**src/rtl/dmem_access_unit_pkg.sv**
```systemverilog
// Shared encodings and types for the MEM-stage data access unit.
// Imported by the lane aligner and the handshake top.
package dmem_access_unit_pkg;

    localparam logic [1:0] MEM_NOOP = 2'b00;
    localparam logic [1:0] MEM_LOAD = 2'b01;
    localparam logic [1:0] MEM_STOR = 2'b10;

    localparam logic [1:0] SZ_BYTE = 2'b00;
    localparam logic [1:0] SZ_HALF = 2'b01;
    localparam logic [1:0] SZ_WORD = 2'b10;

    typedef enum logic [1:0] {
        StIdle,
        StWait,
        StDone
    } dmem_state_t;

    // Size 2'b11 is illegal and behaves as a word access.
    function automatic logic is_misaligned(logic [1:0] size, logic [1:0] off);
        logic is_half;
        logic is_word;
        is_half = (size == SZ_HALF);
        is_word = (size == SZ_WORD) || (size == 2'b11);
        return (is_half && off[0]) || (is_word && (off != 2'b00));
    endfunction

endpackage

```
**src/rtl/dmem_lane_align.sv**
```systemverilog
// Little-endian lane steering: store strobe/data replication and
// load lane extraction with sign or zero extension. Purely combinational.
module dmem_lane_align
    import dmem_access_unit_pkg::*;
(
    input  logic [1:0]  mem_size_i,
    input  logic        mem_signed_i,
    input  logic [1:0]  addr_lo_i,
    input  logic [31:0] store_data_i,
    input  logic [31:0] load_word_i,
    output logic [3:0]  wstrb_o,
    output logic [31:0] wdata_o,
    output logic [31:0] rdata_o
);

    logic [7:0]  load_byte;
    logic [15:0] load_half;

    always_comb begin
        wstrb_o = 4'b1111;
        wdata_o = store_data_i;
        case (mem_size_i)
            SZ_BYTE: begin
                wstrb_o = 4'b0001 << addr_lo_i;
                wdata_o = {4{store_data_i[7:0]}};
            end
            SZ_HALF: begin
                wstrb_o = addr_lo_i[1] ? 4'b1100 : 4'b0011;
                wdata_o = {2{store_data_i[15:0]}};
            end
            default: begin
                wstrb_o = 4'b1111;
                wdata_o = store_data_i;
            end
        endcase
    end

    always_comb begin
        load_byte = load_word_i[7:0];
        case (addr_lo_i)
            2'd0: load_byte = load_word_i[7:0];
            2'd1: load_byte = load_word_i[15:8];
            2'd2: load_byte = load_word_i[23:16];
            default: load_byte = load_word_i[31:24];
        endcase
        load_half = addr_lo_i[1] ? load_word_i[31:16] : load_word_i[15:0];
    end

    always_comb begin
        rdata_o = load_word_i;
        case (mem_size_i)
            SZ_BYTE: rdata_o = {{24{mem_signed_i & load_byte[7]}}, load_byte};
            SZ_HALF: rdata_o = {{16{mem_signed_i & load_half[15]}}, load_half};
            default: rdata_o = load_word_i;
        endcase
    end

endmodule

```
**src/rtl/dmem_access_unit.sv**
```systemverilog
// MEM-stage data bus engine: issues one request per load/store, waits for the
// response, and holds the pipeline via mem_stall until the result is ready.
module dmem_access_unit
    import dmem_access_unit_pkg::*;
#(
    parameter int unsigned ADDR_W = 32,
    parameter int unsigned DATA_W = 32
) (
    input  logic              clk,
    input  logic              rst,
    input  logic [1:0]        mem_type,
    input  logic [1:0]        mem_size,
    input  logic              mem_signed,
    input  logic [ADDR_W-1:0] mem_addr,
    input  logic [DATA_W-1:0] mem_wdata,
    output logic              dbus_req,
    input  logic              dbus_ready,
    output logic [ADDR_W-1:0] dbus_addr,
    output logic [3:0]        dbus_wstrb,
    output logic [DATA_W-1:0] dbus_wdata,
    input  logic              dbus_rvalid,
    input  logic [DATA_W-1:0] dbus_rdata,
    output logic [DATA_W-1:0] mem_rdata,
    output logic              addr_error,
    output logic              mem_stall
);

    dmem_state_t       state_q, state_d;
    logic [DATA_W-1:0] raw_q, raw_d;

    logic        op_valid;
    logic        is_store;
    logic        misaligned;
    logic        legal_op;
    logic [3:0]  align_wstrb;
    logic [31:0] align_wdata;
    logic [31:0] align_rdata;

    assign op_valid   = (mem_type != MEM_NOOP);
    assign is_store   = (mem_type == MEM_STOR);
    assign misaligned = is_misaligned(mem_size, mem_addr[1:0]);
    assign legal_op   = op_valid && !misaligned;

    dmem_lane_align u_lane_align (
        .mem_size_i   (mem_size),
        .mem_signed_i (mem_signed),
        .addr_lo_i    (mem_addr[1:0]),
        .store_data_i (mem_wdata),
        .load_word_i  (raw_q),
        .wstrb_o      (align_wstrb),
        .wdata_o      (align_wdata),
        .rdata_o      (align_rdata)
    );

    always_ff @(posedge clk or posedge rst) begin
        if (rst) begin
            state_q <= StIdle;
            raw_q   <= '0;
        end else begin
            state_q <= state_d;
            raw_q   <= raw_d;
        end
    end

    always_comb begin
        state_d = state_q;
        raw_d   = raw_q;
        case (state_q)
            StIdle: begin
                if (legal_op && dbus_ready) begin
                    state_d = StWait;
                end
            end
            StWait: begin
                if (dbus_rvalid) begin
                    raw_d   = dbus_rdata;
                    state_d = StDone;
                end
            end
            StDone:  state_d = StIdle;
            default: state_d = StIdle;
        endcase
    end

    // Outputs are forced quiet while reset is held, even with an op presented.
    always_comb begin
        dbus_req  = 1'b0;
        mem_stall = 1'b0;
        case (state_q)
            StIdle: begin
                dbus_req  = legal_op;
                mem_stall = legal_op;
            end
            StWait: begin
                mem_stall = 1'b1;
            end
            default: begin
                dbus_req  = 1'b0;
                mem_stall = 1'b0;
            end
        endcase
        if (rst) begin
            dbus_req  = 1'b0;
            mem_stall = 1'b0;
        end
    end

    assign addr_error = !rst && op_valid && misaligned;
    assign dbus_addr  = {mem_addr[ADDR_W-1:2], 2'b00};
    assign dbus_wstrb = is_store ? align_wstrb : 4'b0000;
    assign dbus_wdata = align_wdata;
    assign mem_rdata  = is_store ? '0 : align_rdata;

endmodule

```
**config.mk**
```make
export PLATFORM = sky130hd
export DESIGN_NAME = dmem_access_unit
export DESIGN_NICKNAME = d
export VERILOG_FILES = /design/src/rtl/dmem_access_unit_pkg.sv /design/src/rtl/dmem_lane_align.sv /design/src/rtl/dmem_access_unit.sv
export SDC_FILE = /design/constraint.sdc
export NUM_CORES = 1
export LEC_CHECK = 0
export BUFFER_PORTS_ARGS = -buffer_cell sky130_fd_sc_hd__buf_2
export CAP_MARGIN = 30
export CORE_ASPECT_RATIO = 0.8
export CORE_UTILIZATION = 43
export CTS_BUF_LIST = sky130_fd_sc_hd__clkbuf_4 sky130_fd_sc_hd__clkbuf_8 sky130_fd_sc_hd__clkbuf_16
export DETAILED_ROUTE_END_ITERATION = 8
export PLACE_DENSITY = 0.91
export SETUP_SLACK_MARGIN = 0.3
export SYNTH_ARGS = -nofsm -noshare
export SYNTH_HDL_FRONTEND = slang
export SYNTH_SLANG_ARGS = --single-unit
export TNS_END_PERCENT = 10
```
**constraint.sdc**
```tcl
create_clock -name clk -period 4.6 [get_ports clk]
set_clock_uncertainty 0.2 [all_clocks]
set_input_delay 0.69 -clock clk [delete_from_list [all_inputs] [get_ports clk]]
set_output_delay 0.69 -clock clk [all_outputs]
set_load 0.05 [all_outputs]
```
=== After elaboration in Yosys (flattened, before gate mapping) ===
Cells that the tools add are included.

* Logic and storage cells: 46
* Output and inout port bits: 103
* Bits in registers: 34

* Mux-type cells: 15
* Reduce and logical (&&, ||, !) cells: 17
* Eq/ne operators: 9
* Shifts and indexed selects: 1
* Bitwise operators: 2

{| class="wikitable"
|+ Operator list
! kind !! number
|-
| one-hot mux 32 bit (2 select lines) || 2
|-
| two-way mux 32 bit || 1
|-
| one-hot mux 8 bit (3 select lines) || 1
|-
| two-way mux 16 bit || 1
|-
| == test 2 bit, second input constant || 4
|-
| two-way mux 4 bit || 2
|-
| one-hot mux 4 bit (2 select lines) || 1
|-
| == test 2 x 1 -> 1 bit, second input constant || 3
|-
| logical AND 1 bit || 6
|-
| zero test 2 bit || 3
|-
| two-way mux 2 bit || 2
|-
| inequality test 2 bit, second input constant || 2
|-
| one-hot mux 2 bit (2 select lines) || 1
|-
| AND reduction 2 bit || 2
|-
| nonzero test 2 bit || 2
|-
| << shifter 1 x 2 -> 4 bit, first input constant || 1
|-
| two-way mux 1 bit || 3
|-
| bitwise AND 1 bit || 2
|-
| zero test 1 bit || 2
|-
| logical OR 1 bit || 2
|-
| one-hot mux 1 bit (2 select lines) || 1
|}

=== Longest topological paths before layout ===
* Depth after elaboration: 9
* Gate-level depth with buffers: 6
* Gate-level depth less buffers: 4

=== Modules after synthesis ===
Synthesis repeated with hierarchy kept, for this count alone.

* Cells, all modules: 339
* Area total of the unflattened synthesis: 3149.3 um^2

{| class="wikitable"
|+ Modules (own cells, without submodules)
! module !! area an instance (um^2) !! instances !! cells an instance !! seq. area each (um^2)
|-
| dmem_access_unit || 1935.6 || 1 || 160 || 850.8
|-
| dmem_lane_align || 1213.7 || 1 || 179 || 0.0
|}

=== Worst setup path after synthesis ===
No wires, ideal clock.

* Path kind: input -> output
* Start: in mem_size[1]
* End: out mem_rdata[7]
* Arrival time: 2.972 ns
* Data required time: 3.710 ns
* Buffers on the path: 3
* Stages on the path: 5
* Slack: 0.738 ns
* Path through: clkbuf_1 > clkbuf_1 > buf_2 > nor3_1 > nor4_1

* Word-level cells in the longest chain between the ends: 3

{| class="wikitable"
|+ RTL lines
! what !! line !! RTL
|-
| from (decl) || dmem_access_unit.sv:12 || <nowiki>input logic [1:0] mem_size,</nowiki>
|-
| == test 2 x 1 -> 1 bit / zero test 2 bit (equally long branches) || dmem_lane_align.sv:51 || <nowiki>case (mem_size_i)</nowiki>
|-
| one-hot mux 32 bit (2 select lines) (*) || dmem_lane_align.sv:51 ||
|-
| two-way mux 32 bit (*) || dmem_access_unit.sv:112 || <nowiki>assign mem_rdata = is_store ? '0 : align_rdata;</nowiki>
|-
| to (decl) || dmem_access_unit.sv:23 || <nowiki>output logic [DATA_W-1:0] mem_rdata,</nowiki>
|}

Mark *: on every way between the ends. The rest lies on a longest branch, timed or not.

=== Worst setup path in the final report ===
* Start: in mem_size[0]
* End: out mem_rdata[26]

The elaborated chain is that of the path after synthesis.

==> summary.md <==
| Metric | Value |
|---|---|
| Status | complete, no violations |
| Setup violators final | 0 |
| Post-cts resize count | 0 |
| Actual slew at the worst max-slew pin | 0.927 ns |
| Worst slew margin | 0.381 |
| Non-Filler Instances | 534 |
| Clk slew on worst S/H paths | 0.07 ns |
| Yosys top cell area share | 0.321 |
| RR Endpoint | raw_q[1]$_DFFE_PP0P_ |
| Worst Setup End Kind | primary output |
| Total global routing overflow | 0 |
| Place WS | 1.06 ns |
| F_max | 279 MHz |
| Post-CTS Setup Bufs | 0 |
| TritonCTS Buffers | 5 |
| Worst hold path type | register to register |
| # clock sinks | 34 |
| Synth Cell Area | 0.00265 sq mm |
| Drt total wl | 8440 um |
| Final nets | 552 |
| Crit path DAT | 2.70 ns |
| Top Ports | 208 |
| Die H | 72.2 um |
| Die area | 0.00648 sq mm |
| Post-CTS Hold Buffers | 0 |
| Via-per-instance ratio | 5.17 |
| Path depth of the worst reg2reg path | 5 |
| Pins Over Slew Limit | 0 |
| Placed cells | 521 |
| Setup ws final | 1.01 ns |
| CTS tree | built |
| DRT iter0 DRCs | 269 |
| Dominant cell type by area after synthesis | dfrtp_1 |
| Clock latency on the worst-skew pair | 0.28 ns |
| Avg Cell Area, Syn | 7.54 sq um |
| Share of cells above drive strength 1 | 0.408 |
| Area delta synth->final | 21.7% |
| CP Class | input pin to primary output |
| Critical Path RT | 3.71 ns |
| Count of different cell masters after synthesis | 31 |
| CP Launch Type | input pin |
| # fillers | 578 |
| Placed wire-length estimate | 6620 um |
| Hold Path Origin | raw_q[1]$_DFFE_PP0P_ |
| Post-synth top cells | nand2_1, buf_4, dfrtp_1 |
| FFs w/ async S/R, synth | 1.00 |
| Antenna violations before repair | 5 |
| Setup TNS | 0 ns |
| DRC Markers | 0 |
| Depth of the CTS H-tree | 2 |
| FP Rows | 25 |
| Largest net degree at the start of global routing | 35 |
| Wirelength per Cell | 15.8 um |
| Pwr Density | 483 mW/mm^2 |
| Maximum vdd ir drop | 0.000309 V |
| DR pass1 iterations | 7 |
| Post-route ant nets | 0 |
| Most frequent cell after synthesis | nand2_1 |
| Overall routing resource usage | 0.256 |
| Core box area | 0.00591 sq mm |
| Root Driver | clkbuf_8 |
| Sequential-to-total area share from yosys stat | 0.321 |
| Reg2reg start | state_q[1]$_DFFE_PP0P_ |
| Maximum clock path buffer count | 2 |
| Post-synth EDFFs | 0 |
| Final hold violation count | 0 |
| First-pass GRT wire length | 12900 um |
| Input/output buffers | 145 |
| Max_cap viols | 0 |
| Mapped Cells | 351 |
| Worst hold path depth | 2 |
| Primary FF master, synth | dfrtp_1 |
| Leakage power | 1.89 nW |
| Final min period | 3.59 ns |
| CP max FO | 17 |
| Die width | 89.7 um |
| Flop-to-flop setup slack | 2.53 ns |
| Vias in the first global route | 2612 |
| Seq cells post-synth | 34 |
| Synth Warn # | 0 |
| Hold Path Sink | raw_q[1]$_DFFE_PP0P_ |
| Initial Util | 0.448 |
| Ranking of synthesized cells by area | dfrtp_1, nand2_1, buf_4 |
| RSZ-0062 raised after global routing | no |
| Fin crit share | 0.780 |
| Placer Congestion | 0.889 |
| DR vias | 2759 |
[cell type report]
class | count | area, sq um | share of cell area
Inverter | 6 | 22.5 | 0.00699
Timing Repair Buffer | 148 | 748 | 0.232
Clock buffer | 6 | 82.6 | 0.0256
Multi-Input combinational cell | 252 | 1390 | 0.432
Clock inverter | 2 | 12.5 | 0.00388
Sequential cell | 34 | 851 | 0.264
Tap cell | 81 | 101 | 0.0315
Antenna cell | 5 | 12.5 | 0.00388
[worst max-delay path: stages]
cell and delay, ns:
buf_2 0.34, clkinv_1 0.36, nor3_1 0.51, o2111ai_4 0.35, nand2_1 0.16, buf_2 0.28
[kinds of logic (layout without fill, tap and decap cells)]
| kind of cell | after synthesis | after routing | synth area share |
|---|---|---|---|
| and+or+nand+nor | 172 | 172 | 0.259 |
| AOI/OAI and AO/OA | 45 | 45 | 0.124 |
| buffers and inverters | 66 | 162 | 0.155 |
| other | 1 | 7 | 0.00142 |
| muxes | 33 | 33 | 0.140 |
| DFF | 34 | 34 | 0.321 |
[registers in the layout (all words and copies together), names as in the netlist]
| name | count |
|---|---|
| raw_q | 32 |
| state_q | 2 |
[where the power goes]
part	switching (mW)	leakage, nW	internal, mW
Combinational	0.577	1.42	0.231
Clock	0.107	0.0472	0.120
Sequential	0.107	0.426	0.414
Total	0.791	1.89	0.765
[metal layers]
layer  wire length [um]  track usage  vias up
met3                713       0.0639       20
met5                  0            0        -
met4                265        0.120        0
li1                   -            -     1318
met2               3830        0.402      146
met1               3640        0.338     1275
[how the worst max path moves through the flow]
| stage | from | endpoint | slack (ns) | depth (start not counted) |
|---|---|---|---|---|
| final | mem_size[0] | mem_rdata[26] | 1.01 | 6 |
| after CTS | mem_size[0] | mem_rdata[23] | 1.05 | 6 |
| after global routing | mem_size[1] | mem_rdata[6] | 0.85 | 6 |
| after detailed placement | mem_size[0] | mem_rdata[23] | 1.06 | 6 |
| after global placement | mem_size[0] | mem_rdata[30] | 1.18 | 6 |
| after floorplan | mem_size[1] | mem_rdata[7] | 0.74 | 5 |
[cell usage in the layout, fill, tap and decap left out]
cell,n
nor2b_1,2
mux4_2,1
o211a_1,7
clkbuf_8,6
a222oi_1,7
nor2_1,19
conb_1,2
and2_1,3
nor3_1,4
nor2_2,1
nand2_1,137
diode_2,5
dfrtp_1,34
o2111ai_4,1
clkinv_1,1
a21o_1,1
clkinv_2,1
buf_4,3
and2_4,1
buf_2,145
mux2i_1,9
nor4_1,3
nand3b_1,1
a211oi_1,2
o21ai_0,21
inv_1,5
a21oi_1,4
o32ai_1,1
o21ai_1,1
clkinvlp_4,1
nand2b_1,1
mux2_2,23
[through the flow]
stage / hold slack (ns) / utilization / total power, mW / cell area [sq um]
5_1_grt: 0.312 / 0.545 / 1.64 / 3220
4_1_cts: 0.288 / 0.543 / 1.56 / 3210
3_3_place_gp: 0.260 / 0.527 / 1.30 / 3110
3_5_place_dp: 0.270 / 0.527 / 1.32 / 3110
2_1_floorplan: 0.245 / - / 1.18 / 2650
6_report: 0.294 / 0.545 / 1.56 / 3220
Note: power is estimated with default switching activity, not from simulation.
